[src/rtl/vscale_imm_enc.sv]
// Two-stage RISC-V immediate encoder with valid/ready handshakes on both sides.
// Optional range check and saturating error counter: VSCALE_IMM_ENC_RANGE_CHECK_EN.
module vscale_imm_enc #(
  parameter int CNT_WIDTH = 16
) (
  input  logic                 clk,
  input  logic                 reset_n,
  input  logic                 in_valid,
  output logic                 in_ready,
  input  logic [31:0]          in_inst,
  input  logic [31:0]          in_imm,
  input  logic [2:0]           in_imm_type,
  output logic                 out_valid,
  input  logic                 out_ready,
  output logic [31:0]          out_inst,
  output logic                 out_range_err,
  output logic [CNT_WIDTH-1:0] err_count
);

  typedef enum logic [1:0] {
    IMM_I = 2'd0,
    IMM_S = 2'd1,
    IMM_U = 2'd2,
    IMM_J = 2'd3
  } imm_t;

  logic        r_rdy;
  logic        r_s1_valid;
  logic [31:0] r_s1_inst;
  logic [31:0] r_s1_imm;
  imm_t        r_s1_type;
  logic        r_s2_valid;
  logic [31:0] r_s2_inst;

  logic        w_accept;
  logic        w_s2_adv;
  logic        w_out_fire;
  imm_t        w_in_type;
  logic [31:0] w_enc_inst;

  assign in_ready   = reset_n & r_rdy & (!r_s1_valid | !r_s2_valid | out_ready);
  assign w_accept   = in_valid & in_ready;
  assign w_out_fire = r_s2_valid & out_ready;
  assign w_s2_adv   = r_s1_valid & (!r_s2_valid | out_ready);

  // Codes 4-7 fall back to the I format.
  always_comb begin
    w_in_type = IMM_I;
    case (in_imm_type)
      3'd1:    w_in_type = IMM_S;
      3'd2:    w_in_type = IMM_U;
      3'd3:    w_in_type = IMM_J;
      default: w_in_type = IMM_I;
    endcase
  end

  always_comb begin
    w_enc_inst = r_s1_inst;
    case (r_s1_type)
      IMM_I: w_enc_inst[31:20] = r_s1_imm[11:0];
      IMM_S: begin
        w_enc_inst[31:25] = r_s1_imm[11:5];
        w_enc_inst[11:7]  = r_s1_imm[4:0];
      end
      IMM_U: w_enc_inst[31:12] = r_s1_imm[31:12];
      IMM_J: w_enc_inst[31:12] = {r_s1_imm[20], r_s1_imm[10:1], r_s1_imm[11], r_s1_imm[19:12]};
      default: w_enc_inst = r_s1_inst;
    endcase
  end

  always_ff @(posedge clk) begin
    if (!reset_n) begin
      r_rdy      <= 1'b0;
      r_s1_valid <= 1'b0;
      r_s2_valid <= 1'b0;
      r_s2_inst  <= 32'h0;
    end else begin
      r_rdy <= 1'b1;
      if (w_accept)
        r_s1_valid <= 1'b1;
      else if (w_s2_adv)
        r_s1_valid <= 1'b0;
      if (w_s2_adv) begin
        r_s2_valid <= 1'b1;
        r_s2_inst  <= w_enc_inst;
      end else if (w_out_fire) begin
        r_s2_valid <= 1'b0;
      end
    end
  end

  // Stage-1 payload is only meaningful while r_s1_valid is set.
  always_ff @(posedge clk) begin
    if (w_accept) begin
      r_s1_inst <= in_inst;
      r_s1_imm  <= in_imm;
      r_s1_type <= w_in_type;
    end
  end

  assign out_valid = r_s2_valid;
  assign out_inst  = r_s2_inst;

`ifdef VSCALE_IMM_ENC_RANGE_CHECK_EN
  logic                 r_s2_err;
  logic [CNT_WIDTH-1:0] r_err_count;
  logic                 w_i_ok;
  logic                 w_u_ok;
  logic                 w_j_ok;
  logic                 w_enc_err;

  assign w_i_ok = (&r_s1_imm[31:11]) | ~(|r_s1_imm[31:11]);
  assign w_u_ok = (r_s1_imm[11:0] == 12'h000);
  assign w_j_ok = ((&r_s1_imm[31:20]) | ~(|r_s1_imm[31:20])) & ~r_s1_imm[0];

  always_comb begin
    w_enc_err = 1'b0;
    case (r_s1_type)
      IMM_I, IMM_S: w_enc_err = ~w_i_ok;
      IMM_U:        w_enc_err = ~w_u_ok;
      IMM_J:        w_enc_err = ~w_j_ok;
      default:      w_enc_err = ~w_i_ok;
    endcase
  end

  always_ff @(posedge clk) begin
    if (!reset_n) begin
      r_s2_err    <= 1'b0;
      r_err_count <= '0;
    end else begin
      if (w_s2_adv)
        r_s2_err <= w_enc_err;
      if (w_out_fire && r_s2_err && !(&r_err_count))
        r_err_count <= r_err_count + CNT_WIDTH'(1);
    end
  end

  assign out_range_err = r_s2_err;
  assign err_count     = r_err_count;
`else
  assign out_range_err = 1'b0;
  assign err_count     = '0;
`endif

endmodule

[config.mk]
export PLATFORM = sky130hd
export DESIGN_NAME = vscale_imm_enc
export DESIGN_NICKNAME = d
export VERILOG_FILES = /design/src/rtl/vscale_imm_enc.sv
export SDC_FILE = /design/constraint.sdc
export NUM_CORES = 1
export LEC_CHECK = 0
export BUFFER_PORTS_ARGS = -buffer_cell sky130_fd_sc_hd__buf_4
export CAP_MARGIN = 20
export CORE_ASPECT_RATIO = 1.4
export CORE_MARGIN = 8
export CORE_UTILIZATION = 35
export DETAILED_ROUTE_END_ITERATION = 10
export PLACE_DENSITY = 0.66
export SKIP_LAST_GASP = 1
export SLEW_MARGIN = 40
export SYNTH_ARGS = -nofsm -noshare
export SYNTH_HDL_FRONTEND = slang
export SYNTH_SLANG_ARGS = --single-unit
[constraint.sdc]
create_clock -name clk -period 2.8 [get_ports clk]
set_input_delay 0.14 -clock clk [delete_from_list [all_inputs] [get_ports clk]]
set_output_delay 0.14 -clock clk [all_outputs]
set_load 0.02 [all_outputs]
==> results of run 1 <==
sequential cells by signal, summed over array words and instances, names as in the netlist:
register and cells:
r_s1_valid 1, r_s1_inst 25, out_valid 1, r_rdy 1, r_s1_imm 32, out_inst 32
r_s1_type 2
path summary, 6_finish.rpt:
check / from / end / slack, ps / cells past startpoint
min reg2reg: out_inst[1]$_SDFFE_PN0P_ / out_inst[1]$_SDFFE_PN0P_ / 470 / 2
max: out_valid$_SDFFE_PN0P_ / r_s1_imm[1]$_DFFE_PP_ / 980 / 4
max reg2reg: out_valid$_SDFFE_PN0P_ / r_s1_imm[1]$_DFFE_PP_ / 980 / 4
min: reset_n / r_rdy$_DFF_P_ / 20 / 1
cells by family after synthesis:
logic type	share of synthesized area, %
compound gates	10.33
buf+inv	6.933
flops	69.19
mux	10.05
other cells	0.1049
simple gates	3.397
where the power goes:
part,internal (mW),switching [mW]
logic,0.172,0.149
clock network,0.758,0.468
registers,1.52,0.0248
total,2.45,0.642
final cells by class:
class / instances / area (µm²) / share of cell area, %
Clock inverter: 3 / 42.54 / 0.8142
Timing Repair Buffer: 159 / 1349 / 25.81
Sequential cell: 94 / 2472 / 47.32
Clock buffer: 12 / 266.5 / 5.101
Inverter: 3 / 11.26 / 0.2155
Multi-Input combinational cell: 136 / 914.6 / 17.50
Tap cell: 135 / 168.9 / 3.233
synth_stat cells:
cell / number
sky130_fd_sc_hd__o22ai_2: 1
sky130_fd_sc_hd__clkbuf_1: 2
sky130_fd_sc_hd__buf_6: 2
sky130_fd_sc_hd__nor2_1: 1
sky130_fd_sc_hd__a21oi_1: 28
sky130_fd_sc_hd__mux2_2: 5
sky130_fd_sc_hd__nor2_2: 1
sky130_fd_sc_hd__o22ai_1: 5
sky130_fd_sc_hd__buf_2: 11
sky130_fd_sc_hd__buf_1: 1
sky130_fd_sc_hd__nand2b_1: 2
sky130_fd_sc_hd__dfxtp_1: 35
sky130_fd_sc_hd__mux2i_1: 28
sky130_fd_sc_hd__and2b_1: 1
sky130_fd_sc_hd__nand2_1: 7
sky130_fd_sc_hd__buf_4: 17
sky130_fd_sc_hd__nand3_1: 8
sky130_fd_sc_hd__a211oi_1: 19
sky130_fd_sc_hd__inv_1: 2
sky130_fd_sc_hd__o21ai_0: 7
sky130_fd_sc_hd__nor2b_1: 3
sky130_fd_sc_hd__mux4_2: 1
sky130_fd_sc_hd__buf_12: 1
sky130_fd_sc_hd__a22oi_1: 1
sky130_fd_sc_hd__edfxtp_1: 59
sky130_fd_sc_hd__conb_1: 1
sky130_fd_sc_hd__inv_2: 1
sky130_fd_sc_hd__and2_1: 1
worst max-delay path, delay by kind of cell, from the launching register on:
kind | cells | cell delay, ps
AOI/OAI and AO/OA | 1 | 190
buffers and inverters | 1 | 200
and+or+nand+nor | 2 | 760
DFF | 1 | 340
per-layer routing:
metal	track usage [%]	vias to the layer above
met5	0	-
met4	6.983	0
met3	3.086	17
met2	24.06	85
met1	12.27	1165
li1	-	1205
==> out/summary.txt, run 1 <==
========================================================================================================
Static leakage ............................................................................     2.088 nW
Share of the core filled with cells in the final layout ...................................       52.50%
Metal1 wirelength .........................................................................     3.194 mm
Slowest cell on crit path ................................................................. sky130_fd_sc_hd__nor2b_1
Worst Path Max Fanout .....................................................................           59
Setup Crit Path Kind ......................................................................   reg -> reg
Run status ................................................................................ finished clean
CP peak stage delay .......................................................................       510 ps
Mean instance size in the synthesized netlist .............................................    14.24 µm²
DR DRC count ..............................................................................            0
Standard cell area after detailed placement ............................................... 0.004345 mm²
Number of buffers added for setup after CTS ...............................................            0
Worst hold slack ..........................................................................     15.95 ps
Maximum vdd ir drop .......................................................................     311.2 µV
Routed wire length ........................................................................     8.709 mm
Final hold violations .....................................................................            0
Number of clock sinks seen by CTS .........................................................           94
Unrepaired setup endpoints after global routing ...........................................           no
Syn Std Cell Area ......................................................................... 0.003573 mm²
Floorplan die width .......................................................................     101.4 µm
Starting utilization of the core area .....................................................       35.90%
DIE HEIGHT ................................................................................     135.6 µm
Count of synthesis-stage warnings from yosys ..............................................            0
Sum of overflow across all layers after global routing ....................................            0
Count of TritonRoute iterations in the first routing pass .................................            4
Worst skew pair latency ...................................................................       330 ps
Setup TNS Final ...........................................................................         0 ps
Antenna viol nets, final ..................................................................            0
Placeable core region ..................................................................... 0.009953 mm²
Final Worst Setup Slack ...................................................................     984.7 ps
Layout cells sized above 1 ................................................................       30.96%
Clock buffers created by TritonCTS ........................................................            9
Port bufs .................................................................................           97
Final non-filler cell total ...............................................................          542
Filler cell count .........................................................................          846
Wire length on met2 .......................................................................     4.754 mm
Slew Limit Headroom .......................................................................       60.06%
Top cells by area, synth .................................................................. sky130_fd_sc_hd__edfxtp_1 50%, sky130_fd_sc_hd__dfxtp_1 20%, sky130_fd_sc_hd__mux2i_1 7.8%
1st-iter DRT viols ........................................................................           88
Max_cap viols .............................................................................            0
Time the final worst path needs with I/O delays and setup .................................      1815 ps
Antenna diode count .......................................................................            0
Library cell occupying the most area in the post-synthesis netlist ........................ sky130_fd_sc_hd__edfxtp_1
Via count of the first global-routing pass ................................................         2618
Standard-cell row count ...................................................................           43
Number of nets at the end of the flow .....................................................          474
Data arrival time of the critical path ....................................................      1860 ps
Portion of the post-synthesis area used by sequential elements ............................       69.19%
Design area ............................................................................... 0.005225 mm²
Quantity of hold-fixing buffers added after cts ...........................................           57
Clk buf depth .............................................................................            2
CTS tree ..................................................................................         done
Post-cts resize count .....................................................................            0
Tcrit/Tclk final ..........................................................................       64.83%
Dpl hpwl ..................................................................................     5.633 mm
Most frequent cells in the layout ......................................................... 101 x sky130_fd_sc_hd__buf_4, 59 x sky130_fd_sc_hd__edfxtp_1, 57 x sky130_fd_sc_hd__dlygate4sd3_1
Actual slew at the worst max-slew pin .....................................................     597.8 ps
Placed cells ..............................................................................          470
Total number of vias ......................................................................         2472
Overall die area ..........................................................................  0.01374 mm²
Synth top area share ......................................................................       49.58%
Most common library cell in the layout ignoring fill and taps ............................. sky130_fd_sc_hd__buf_4
Largest net degree at the start of global routing .........................................           60
Root Buffer ............................................................................... sky130_fd_sc_hd__clkbuf_16
Top Layer Used ............................................................................         met4
Largest clock skew in the final design ....................................................     6.037 ps
Kind of start point of the critical path ..................................................     register
Per-cell via count in the routed design ...................................................        4.561
Cell Pwr Density .......................................................................... 592.6 mW/mm²
Global-route wire length before repair ....................................................     13.08 mm
Synthesis-stage register bit count ........................................................           94
Number of library cell types mapped by synthesis ..........................................           28
Required time of the critical path ........................................................      2850 ps
Post-Syn Instances ........................................................................          251
Area added between synthesis and finish ...................................................       46.22%
Highest attainable clock frequency ........................................................   0.5509 GHz
Pwr Total .................................................................................     3.096 mW
Placement-stage worst setup slack .........................................................      1014 ps
Series of cell instances along the critical path .......................................... nor2b_1 -> a21oi_1 -> and2_2 -> buf_12
Total track usage .........................................................................       12.78%
Post-CTS clock slew at the launch and capture registers of the worst setup and hold paths .        60 ps
Number of setup violations in the final report ............................................            0
Weighted congestion reported at the end of routability-driven placement ...................       0.7486
Count of boundary I/O pins ................................................................          122
Max-slew violations .......................................................................            0
Total met3 wirelength after detailed routing ..............................................       517 µm
Initial antenna violation count ...........................................................            0
Wire length per cell ......................................................................     16.07 µm
Total number of H-tree levels .............................................................            3
CP Capture Type ...........................................................................     register
Worst hold-check path type ................................................................    in -> reg
========================================================================================================
Note: power is estimated with default switching activity, not from simulation.
==> inputs of run 2 (changes only) <==
==> constraint.sdc (replaced) <==
create_clock -name clk -period 1.7 [get_ports clk]
set_input_delay 0.085 -clock clk [delete_from_list [all_inputs] [get_ports clk]]
set_output_delay 0.085 -clock clk [all_outputs]
set_load 0.02 [all_outputs]
==> run 2 against run 1 <==
First-iteration DRC count grew 4.5%. Hold slack gained 5.8 ps. Routed wire length shrank 2.5%. Non-clock buffer count grew 6. Sequential cell count is the same. Critical endpoint is now r_s1_imm[18]$_DFFE_PP_. Design area grew 1.5%. Register-to-register slack lost 700 ps. Sequential share of layout area shrank 0.66 points. Via count grew 0.40%. Clock-buffer cell count shrank 1.
==> out/summary.txt, run 2 (synthesis results as in run 1) <==
========================================================================================================
Series of cell instances along the critical path .......................................... dlygate4sd3_1 -> buf_4 -> nand2_1 -> a21oi_4 -> and2_4 -> buf_12
Worst setup startpoint ....................................................................      reset_n
Number of clock sinks seen by CTS .........................................................           94   unchanged
Antenna viol nets, final ..................................................................            0   unchanged
Clk buf depth .............................................................................            2   unchanged
Final Worst Setup Slack ...................................................................     266.1 ps   -718.5 ps
Standard cell area after detailed placement ............................................... 0.004409 mm²   +1.5%
Final hold violations .....................................................................            0   unchanged
Static leakage ............................................................................     2.116 nW   +1.3%
Placement-stage worst setup slack .........................................................     300.8 ps   -713.1 ps
Delay-heaviest family, CP ................................................................. buffers and inverters
Max-slew violations .......................................................................            0   unchanged
Port bufs .................................................................................           97   unchanged
Sum of overflow across all layers after global routing ....................................            0   unchanged
Floorplan die width .......................................................................     101.4 µm   unchanged
Design area ............................................................................... 0.005301 mm²   +1.5%
Dpl hpwl ..................................................................................     5.802 mm   +3.0%
Startpoint of the worst-slack reg-to-reg timing path ...................................... out_valid$_SDFFE_PN0P_
Via count of the first global-routing pass ................................................         2628   +0.38%
Count of boundary I/O pins ................................................................          122   unchanged
Slew Limit Headroom .......................................................................       65.38%   +5.3 points
Total track usage .........................................................................       12.28%   -0.50 points
CP Capture Type ...........................................................................     register
Flop2flop setup slack .....................................................................       280 ps   -700 ps
CTS tree ..................................................................................         done
Quantity of hold-fixing buffers added after cts ...........................................           58   +1.8%
1st-iter DRT viols ........................................................................           92   +4.5%
Placeable core region ..................................................................... 0.009953 mm²   unchanged
Terminus of the critical flop-to-flop path ................................................ out_inst[12]$_SDFFE_PN0P_
Time the final worst path needs with I/O delays and setup .................................      1434 ps
Global-route wire length before repair ....................................................     12.77 mm   -2.4%
Tcrit/Tclk final ..........................................................................       84.35%
Largest clock skew in the final design ....................................................     7.505 ps   +1.468 ps
Buf+Inv Stages, Crit Path .................................................................            3   +2
Number of setup violations in the final report ............................................            0   unchanged
Unrepaired setup endpoints after global routing ...........................................           no
Per-cell via count in the routed design ...................................................        4.513   -1.1%
Cells on worst reg2reg path ...............................................................            5   +1
Endpoint of the worst setup timing path ................................................... r_s1_imm[18]$_DFFE_PP_
Starting utilization of the core area .....................................................       35.90%   unchanged
Required time of the critical path ........................................................      1730 ps   -1120 ps
Max_cap viols .............................................................................            0   unchanged
Post-CTS clock slew at the launch and capture registers of the worst setup and hold paths .        60 ps   about the same
Worst hold slack ..........................................................................     21.75 ps   +5.793 ps
Number of buffers added for setup after CTS ...............................................            0   unchanged
Actual slew at the worst max-slew pin .....................................................     518.5 ps   -79.33 ps
Routed wire length ........................................................................     8.491 mm   -2.5%
Kind of start point of the critical path .................................................. primary input
Worst hold-check path type ................................................................    in -> reg
Maximum vdd ir drop .......................................................................     696.3 µV   +120%
Number of nets at the end of the flow .....................................................          480   +1.3%
Layout cells sized above 1 ................................................................       32.13%   +1.2 points
Worst skew pair latency ...................................................................       340 ps   about the same
Initial antenna violation count ...........................................................            0   unchanged
Cell Pwr Density .......................................................................... 968.9 mW/mm²   +64%
Total number of H-tree levels .............................................................            3   unchanged
DR DRC count ..............................................................................            0   unchanged
Clock buffers created by TritonCTS ........................................................            9   unchanged
Most frequent cells in the layout ......................................................... 105 x sky130_fd_sc_hd__buf_4, 59 x sky130_fd_sc_hd__edfxtp_1, 58 x sky130_fd_sc_hd__dlygate4sd3_1
Worst Path Max Fanout .....................................................................           38   -36%
Count of TritonRoute iterations in the first routing pass .................................            4   unchanged
DIE HEIGHT ................................................................................     135.6 µm   unchanged
Overall die area ..........................................................................  0.01374 mm²   unchanged
Most common library cell in the layout ignoring fill and taps ............................. sky130_fd_sc_hd__buf_4
Setup Crit Path Kind ......................................................................    in -> reg
Standard-cell row count ...................................................................           43   unchanged
Total number of vias ......................................................................         2482   +0.40%
Share of the core filled with cells in the final layout ...................................       53.26%   +0.77 points
Largest net degree at the start of global routing .........................................           39   -35%
Weighted congestion reported at the end of routability-driven placement ...................       0.7679   +2.6%
Setup TNS Final ...........................................................................         0 ps   unchanged
Highest attainable clock frequency ........................................................   0.6974 GHz
Filler cell count .........................................................................          843   -0.35%
Run status ................................................................................ finished clean
CP peak stage delay .......................................................................       530 ps   +20 ps
Data arrival time of the critical path ....................................................      1460 ps   -400 ps
Wire length per cell ......................................................................     15.44 µm   -3.9%
Slowest cell on crit path ................................................................. sky130_fd_sc_hd__dlygate4sd3_1
Post-cts resize count .....................................................................            0   unchanged
Area added between synthesis and finish ...................................................       48.35%
Root Buffer ............................................................................... sky130_fd_sc_hd__clkbuf_16
WP depth ..................................................................................            6   +2
========================================================================================================
==> run 2: changes by cell type in the layout (fill, tap and decap cells not counted), sizes merged <==
cell,before,now
buf,102,107
clkinvlp,0,2
clkbuf,12,11
clkinv,2,1
diode,0,1
dlygate4sd3,57,58
inv,3,4
==> run 2: worst min path at each step <==
stage                      startpoint                 endpoint  slack, ps  cells past startpoint
after floorplan               reset_n            r_rdy$_DFF_P_        110                      0
after global placement    in_inst[14]  r_s1_inst[14]$_DFFE_PP_        260                      1
after detailed placement    in_imm[2]    r_s1_imm[2]$_DFFE_PP_        260                      1
after CTS                    in_valid  r_s1_valid$_SDFFE_PN0P_         20                      3
after global routing         in_valid  r_s1_valid$_SDFFE_PN0P_         30                      3
final                        in_valid  r_s1_valid$_SDFFE_PN0P_         20                      3
==> run 2: worst register-to-register path, stage by stage, from the launching register on <==
cell and delay [ps]:
sky130_fd_sc_hd__dfxtp_2 330, sky130_fd_sc_hd__nor2b_1 260, sky130_fd_sc_hd__buf_4 220, sky130_fd_sc_hd__nor2_2 40
sky130_fd_sc_hd__buf_4 230, sky130_fd_sc_hd__a211oi_1 260
==> run 2: per-stage QoR <==
stage / std cells / total power [mW]
floorplan: 267 / 2.841
global placement: 475 / 3.024
detailed placement: 475 / 3.036
CTS: 549 / 5.179
global route: 549 / 5.308
finish: 550 / 5.137
==> run 2: final cells by class <==
cell class	instances	area [µm²]	share of cell area [%]
clock inverter	5	55.05	1.038
clock buffer	11	254.0	4.791
sequential	94	2474	46.66
multi-input combinational	136	927.1	17.49
tap	135	168.9	3.186
antenna	1	2.502	0.04720
timing repair buffer	165	1409	26.58
inverter	3	11.26	0.2124
==> run 2: power breakdown <==
group	switching, mW	total (mW)	internal (mW)	leakage, nW
Sequential	0.0349	2.54	2.51	0.828
Clock	0.821	2.05	1.23	0.145
Combinational	0.252	0.546	0.294	1.14
==> run 2: metal layers <==
layer | track usage (%) | vias up | wire (µm)
met3 | 3.344 | 10 | 538
met1 | 12.61 | 1170 | 3303
met5 | 0 | - | 0
met4 | 6.151 | 0 | 151
met2 | 22.16 | 85 | 4497
li1 | - | 1217 | -
